## src/rtl/rename_regfile_pkg.sv

```systemverilog
// Shared defaults and wiring types for the rename register file.
// Build option RENAME_REGFILE_BYPASS_EN enables same-cycle commit-to-read forwarding.
package rename_regfile_pkg;

    localparam int unsigned REGS_DEFAULT   = 8;
    localparam int unsigned DATA_W_DEFAULT = 16;
    localparam int unsigned TAG_W_DEFAULT  = 3;
    localparam int unsigned COMMIT_DEFAULT = 1;
    localparam int unsigned RA_W_DEFAULT   = $clog2(REGS_DEFAULT);

    typedef struct packed {
        logic                      valid;
        logic [RA_W_DEFAULT-1:0]   dest;
        logic [TAG_W_DEFAULT-1:0]  tag;
        logic [DATA_W_DEFAULT-1:0] data;
    } commit_t;

    function automatic logic tag_match(input logic [TAG_W_DEFAULT-1:0] stored,
                                       input logic [TAG_W_DEFAULT-1:0] retiring);
        return stored == retiring;
    endfunction

endpackage

```

## src/rtl/rename_regfile_entry.sv

```systemverilog
// One architectural register: data word, busy bit and pending-producer tag.
// Priority: reset, then flush/dispatch for busy/tag; commit always writes data.
module rename_regfile_entry #(
    parameter int unsigned DATA_W = 16,
    parameter int unsigned TAG_W  = 3
) (
    input  logic              clk,
    input  logic              rst,
    input  logic              flush,
    input  logic              disp_hit,
    input  logic [TAG_W-1:0]  disp_tag,
    input  logic              commit_hit,
    input  logic [TAG_W-1:0]  commit_tag,
    input  logic [DATA_W-1:0] commit_data,
    output logic [DATA_W-1:0] data,
    output logic              busy,
    output logic [TAG_W-1:0]  tag
);

    always_ff @(posedge clk) begin
        if (rst) begin
            data <= '0;
            busy <= 1'b0;
            tag  <= '0;
        end else begin
            if (commit_hit) begin
                data <= commit_data;
            end
            // Flush drops a same-cycle dispatch; otherwise dispatch beats the commit's busy clear.
            if (flush) begin
                busy <= 1'b0;
            end else if (disp_hit) begin
                busy <= 1'b1;
                tag  <= disp_tag;
            end else if (commit_hit && (tag == commit_tag)) begin
                busy <= 1'b0;
            end
        end
    end

endmodule

```

## src/rtl/rename_regfile.sv

```systemverilog
// Architectural register file with rename status: decode, commit-port priority, read muxes.
// Define RENAME_REGFILE_BYPASS_EN to forward same-cycle commits onto the read ports.
module rename_regfile
    import rename_regfile_pkg::*;
#(
    parameter int unsigned NUM_REGS   = REGS_DEFAULT,
    parameter int unsigned DATA_W     = DATA_W_DEFAULT,
    parameter int unsigned TAG_W      = TAG_W_DEFAULT,
    parameter int unsigned NUM_RD     = 2,
    parameter int unsigned NUM_COMMIT = COMMIT_DEFAULT,
    localparam int unsigned RA_W      = $clog2(NUM_REGS)
) (
    input  logic                         clk,
    input  logic                         rst,
    input  logic [NUM_RD*RA_W-1:0]       rd_addr,
    output logic [NUM_RD-1:0]            rd_busy,
    output logic [NUM_RD*TAG_W-1:0]      rd_tag,
    output logic [NUM_RD*DATA_W-1:0]     rd_data,
    input  logic                         disp_valid,
    input  logic [RA_W-1:0]              disp_dest,
    input  logic [TAG_W-1:0]             disp_tag,
    input  logic [NUM_COMMIT-1:0]        commit_valid,
    input  logic [NUM_COMMIT*RA_W-1:0]   commit_dest,
    input  logic [NUM_COMMIT*TAG_W-1:0]  commit_tag,
    input  logic [NUM_COMMIT*DATA_W-1:0] commit_data,
    input  logic                         flush
);

    logic              d_hit  [NUM_REGS];
    logic              c_hit  [NUM_REGS];
    logic [TAG_W-1:0]  c_tag  [NUM_REGS];
    logic [DATA_W-1:0] c_data [NUM_REGS];

    logic              r_busy [NUM_REGS];
    logic [TAG_W-1:0]  r_tag  [NUM_REGS];
    logic [DATA_W-1:0] r_data [NUM_REGS];

    // Ascending scan: the highest-index (youngest) matching port overrides older ones.
    always_comb begin
        for (int unsigned r = 0; r < NUM_REGS; r++) begin
            d_hit[r]  = disp_valid && (disp_dest == RA_W'(r));
            c_hit[r]  = 1'b0;
            c_tag[r]  = '0;
            c_data[r] = '0;
            for (int unsigned i = 0; i < NUM_COMMIT; i++) begin
                if (commit_valid[i] && (commit_dest[i*RA_W +: RA_W] == RA_W'(r))) begin
                    c_hit[r]  = 1'b1;
                    c_tag[r]  = commit_tag[i*TAG_W +: TAG_W];
                    c_data[r] = commit_data[i*DATA_W +: DATA_W];
                end
            end
        end
    end

    for (genvar r = 0; r < NUM_REGS; r++) begin : g_reg
        rename_regfile_entry #(
            .DATA_W (DATA_W),
            .TAG_W  (TAG_W)
        ) u_entry (
            .clk         (clk),
            .rst         (rst),
            .flush       (flush),
            .disp_hit    (d_hit[r]),
            .disp_tag    (disp_tag),
            .commit_hit  (c_hit[r]),
            .commit_tag  (c_tag[r]),
            .commit_data (c_data[r]),
            .data        (r_data[r]),
            .busy        (r_busy[r]),
            .tag         (r_tag[r])
        );
    end

    for (genvar p = 0; p < NUM_RD; p++) begin : g_rd
        logic [RA_W-1:0] addr;
        assign addr = rd_addr[p*RA_W +: RA_W];

`ifdef RENAME_REGFILE_BYPASS_EN
        always_comb begin
            rd_busy[p]                = r_busy[addr];
            rd_tag[p*TAG_W +: TAG_W]  = r_tag[addr];
            rd_data[p*DATA_W +: DATA_W] = r_data[addr];
            // Dispatch is never forwarded, so a same-cycle rename stays invisible here.
            if (c_hit[addr]) begin
                rd_data[p*DATA_W +: DATA_W] = c_data[addr];
                if (r_tag[addr] == c_tag[addr]) begin
                    rd_busy[p] = 1'b0;
                end
            end
        end
`else
        always_comb begin
            rd_busy[p]                  = r_busy[addr];
            rd_tag[p*TAG_W +: TAG_W]    = r_tag[addr];
            rd_data[p*DATA_W +: DATA_W] = r_data[addr];
        end
`endif
    end

endmodule
```

## config.mk

```make
export PLATFORM = sky130hd
export DESIGN_NAME = rename_regfile
export DESIGN_NICKNAME = d
export VERILOG_FILES = /design/src/rtl/rename_regfile_pkg.sv /design/src/rtl/rename_regfile_entry.sv /design/src/rtl/rename_regfile.sv
export SDC_FILE = /design/constraint.sdc
export NUM_CORES = 1
export LEC_CHECK = 0
export ABC_AREA = 1
export BUFFER_PORTS_ARGS = -buffer_cell sky130_fd_sc_hd__buf_2
export CAP_MARGIN = 10
export CELL_PAD_IN_SITES_DETAIL_PLACEMENT = 1
export CELL_PAD_IN_SITES_GLOBAL_PLACEMENT = 1
export CORE_MARGIN = 2
export CORE_UTILIZATION = 35
export DETAILED_ROUTE_END_ITERATION = 10
export HOLD_SLACK_MARGIN = 0.15
export PLACE_DENSITY = 0.74
export SLEW_MARGIN = 10
export SYNTH_ARGS = -nofsm -noshare
export SYNTH_HDL_FRONTEND = slang
export SYNTH_SLANG_ARGS = --single-unit
```

## constraint.sdc

```tcl
create_clock -name clk -period 1 [get_ports clk]
set_input_delay 0 -clock clk [delete_from_list [all_inputs] [get_ports clk]]
set_output_delay 0 -clock clk [all_outputs]
set_load 0.05 [all_outputs]
```

### After elaboration in Yosys (flattened, before gate mapping)

Cells that the tools add are included.

* output and inout port bits: 40
* flip-flop bits (word level): 160
* logic and storage cells: 152

* reduce and logical (&&, ||, !) cells: 43
* magnitude comparators: 2
* bitwise gates (word level): 3
* equality and inequality tests: 22
* multiplexer cells: 58

Operators by type and width (count)
* 16-bit 2-to-1 mux: 12
* 16-bit binary-select mux with 3-bit select: 2
* 3-bit 2-to-1 mux: 12
* 1-bit 2-to-1 mux: 28
* 3-bit == test: 8
* 3-bit == test, second input constant: 8
* 1-bit logical AND: 24
* 3-bit binary-select mux with 3-bit select: 2
* 2-bit AND reduction: 8
* 2-bit nonzero test: 8
* 3-bit by 2-bit == test with 1-bit output, second input constant: 4
* 4-bit >= comparator, second input constant: 2
* 3-bit NOT with 4-bit output: 2
* 1-bit binary-select mux with 3-bit select: 2
* 3-bit by 1-bit == test with 1-bit output, second input constant: 2
* 3-bit zero test: 2
* 2-bit OR reduction: 1
* 1-bit NOT: 1

### Longest topological paths before layout

* word-level depth: 7
* gate-level depth with buffers: 9

### Hierarchy

A second synthesis with hierarchy kept.

* cell total of the unflattened synthesis: 1966
* area total of the unflattened synthesis: 10802.9 sq um

By module, submodules not included
* rename_regfile_entry: sequential area each 400.4 sq um, times used 8, area an instance 762.0 sq um, cells an instance 104
* rename_regfile: sequential area each 0.0 sq um, times used 1, area an instance 4707.0 sq um, cells an instance 1134

### Worst setup path after synthesis

OpenSTA, ideal clock, no wires.

* kind: input-to-output
* from: in rd_addr[0]
* to: out rd_data[11]
* setup slack: -0.087 ns
* data arrival time: 1.087 ns
* stages: 8
* buffers on the path: 3
* path through: buf_4 > buf_6 > buf_2 > a21oi_1 > o21ai_0 > o21ai_0 > nand2_1 > nand2_1

* longest elaborated chain between the ends: 4

Ends and longest elaborated chain
* from (decl): line rename_regfile.sv:15 `input logic [NUM_RD*RA_W-1:0] rd_addr,`
* 3-bit NOT with 4-bit output (implied by the code): line rename_regfile.sv:95 `rd_data[p*DATA_W +: DATA_W] = r_data[addr];`
* 16-bit binary-select mux with 3-bit select: line rename_regfile.sv:95
* 16-bit 2-to-1 mux (implied by the code) (2 in series): line rename_regfile.sv:95
* to (decl): line rename_regfile.sv:18 `output logic [NUM_RD*DATA_W-1:0] rd_data,`

Every way passes these cells. The select of a mux whose other input is x is not followed.

### Worst setup path after layout

* from: reg g_reg[5].u_entry.data[14]
* to: out rd_data[30]

* longest elaborated chain between the ends: 3

Ends and longest elaborated chain
* from (decl): line rename_regfile_entry.sv:15 `output logic [DATA_W-1:0] data,`
* from (signal assigned): line rename_regfile_entry.sv:27 `data <= commit_data;`
* 16-bit binary-select mux with 3-bit select: line rename_regfile.sv:95
* 16-bit 2-to-1 mux (implied by the code) (2 in series): line rename_regfile.sv:95

Every way passes these cells. The select of a mux whose other input is x is not followed.

==> impl_metrics.toml <==
[outcome]
outcome = "finished, violations left"
failed_checks = "negative setup slack"

[clock_tree]
cts.sinks = 160
numCtsBuffers = 17
cts_htree_levels = 4
clkSlewWorstSetupHoldPaths_ns = 0.08
insertion_delay_ns = 0.43
cts-root-to-sink-buffers = 2
cts_tree = "yes"
root_buffer_cell = "clkbuf_16"

[floorplan]
floorplan.initialDensity_pct = 35.38
die_area_mm2 = 0.02652
dieHeight_um = 162.9
io-pin-count = 79
rows = 58
die-width_um = 162.9
core_area_mm2 = 0.02496

[logic_synthesis]
ys_ff_latch = 160
yosys-top-cells-area = "dfxtp_1 36%, o21ai_0 19%, nor2_1 11%"
postSynthCellCount = 1419
seq_area_frac_synth_pct = 36.27
netlist.top_cell.by_area = "dfxtp_1"
syn_nets = 1458
synth-warning-count = 0
synth.top_cell.area_share_pct = 36.27
synth_area_per_cell_um2 = 6.224
synthDistinctLibCells = 22
syn_area_mm2 = 0.008832

[sta]
tightestPinTransition_ns = 0.4768
relSlewSlack_pct = 68.13
timing.final.max_slew_violations = 0
setup-violations-final = 138
finalWorstPathRequiredPeriod_ns = 1.488
final.period_utilization_pct = 148.8
setup_repair_after_global_routing_missed_its_margin = "true"
timing.clock.skew_ns = 0.008213
fin_ws_ns = -0.4883
timing_hold_violations_final = 0
fmax_mhz = 671.9

[finish]
post_layout_nonfiller_instances = 1914
commonest_non_fill_non_tap_cell_in_the_layout = "nor2_1"
layout.core_utilization_pct = 50.31
most_frequent_cells_in_the_layout = "237 x nor2_1, 201 x o21ai_0, 161 x nand2_1"
synthToLayoutAreaGrowth_pct = 42.20
fin_area_mm2 = 0.01256
final_nets = 1611
share_of_post_route_cells_with_drive_strength_above_1_pct = 34.03
antennaDiodeCount = 0

[grt]
use_met2_pct = 50.31
maximum_number_of_pins_on_one_net_before_global_route_repair = 50
globalRoute.totalOverflow = 0
wire_length_of_the_first_global_routing_pass_um = 60800
top_usage_layer = "met2"
first_global_vias = 11006
grt.met1_usage_pct = 36.84
antenna_violations_before_repair = 1
fraction_of_met3_tracks_used_by_global_routing_pct = 5.500
grt_util_all_layers_pct = 29.70

[power_and_ir_drop]
p_leak_nw = 4.925
ir_drop_mv = 1.039
power.density_cell_area_mw_per_mm2 = 1411

[route]
drt_drc_violations_left = 0
route.vias.total = 10840
detail-route-antenna-nets = 0
drtPass1Iterations = 5
detail_route.vias_per_cell = 5.664
wl_per_cell_um = 20.89
route.final.wire_length_um = 39990
detail_route.iter0.violations = 886

[placement]
buffer_ports.inserted = 78
post_dp_cell_area_mm2 = 0.01053
detailedPlacementHpwl_um = 25840
placed_instances = 1836
gp_congestion = 0.9099

[worst_setup_path]
worst_setup_path_end_kind = "output port"
critical_path_peak_fanout = 3
cp.arrival_ns = 1.49
critical_path_required_ns = 1.00
timing.critical_path.from_type = "register"
crit_type = "reg2out"

[run]
count_of_maximum_capacitance_violations = 0

[worst_hold_path]
hold_path.class = "in2reg"
-- stage by stage --
step                      hold slack, ns  setup TNS [ns]  power, mW  worst slack, ns
after floorplan                  0.06907               0      8.866          0.02254
after global placement            0.3461          -9.263      10.12          -0.2276
after detailed placement          0.3600          -13.51      10.21          -0.2499
after CTS                        0.03799          -21.68      17.53          -0.5067
after global routing             0.03377          -32.66      18.29          -0.5700
final                           0.009681          -24.35      17.73          -0.4883
-- per-layer routing --
metal  share of wire (%)  vias up
met1                  41     5296
met2                  49      414
met3                 6.2      121
li1                    -     5009
met4                 4.3        0
met5                   0        -
-- cells in the mapped netlist (all sizes together) --
cell type / instances
o21ai: 361
nor2: 256
nand2: 227
a21oi: 186
dfxtp: 160
inv: 89
buf: 51
clkbuf: 51
nand3: 30
and2: 4
clkinv: 3
nand4: 1
-- flip-flops by register name (all words and copies together) (netlist names) --
register and cells:
g.u_entry.data 128, g.u_entry.tag 24, g.u_entry.busy 8
-- critical path, stage by stage (launching register included) --
cell and delay, ns:
dfxtp_2 0.33, inv_2 0.05, a21oi_2 0.10, o21ai_1 0.09
o21ai_1 0.11, nand2_1 0.13, nand2_2 0.10, buf_8 0.14
-- cell families after synthesis --
family	after synthesis	synth area share [%]
buf+inv	194	9.590
compound gates	547	31.00
flops	160	36.27
simple gates	518	23.15
-- power breakdown --
group	switching [mW]	internal (mW)	total, mW
clock network	2.94	3.81	6.76
registers	0.160	6.56	6.72
logic	2.64	1.61	4.25
total	5.74	12.0	17.7
-- path summary, 6_finish.rpt --
kind                        startpoint               endpoint  slack [ns]  depth (start not counted)
max          g_reg[5].u_entry.data[14]            rd_data[30]       -0.49                          7
min                         disp_valid  g_reg[1].u_entry.busy        0.01                          5
max reg2reg    g_reg[1].u_entry.tag[2]  g_reg[1].u_entry.busy       -0.05                          8
min reg2reg      g_reg[1].u_entry.busy  g_reg[1].u_entry.busy        0.47                          2
-- cell type report --
| cell class | instances | area (um^2) |
|---|---|---|
| fillers | 3174 | 12400 |
| multi-input cells | 1065 | 5336 |
| flip-flops and latches | 160 | 3297 |
| repair buffers | 236 | 2542 |
| clock buffers | 19 | 452.9 |
| well taps | 330 | 412.9 |
| inverters | 92 | 381.6 |
| clock inverters | 12 | 136.4 |
-- repair_timing --
| action | in CTS | in global routing |
|---|---|---|
| setup endpoints to repair | 48 | 177 |
| gates cloned | 0 | 1 |
| endpoints found under the hold margin | 159 | 29 |
| buffers inserted | 14 | 12 |
| gates resized for setup | 411 | 128 |
| hold buffers | 28 | 3 |
| pin swaps | 113 | 81 |
Note: power is estimated with default switching activity, not from simulation.
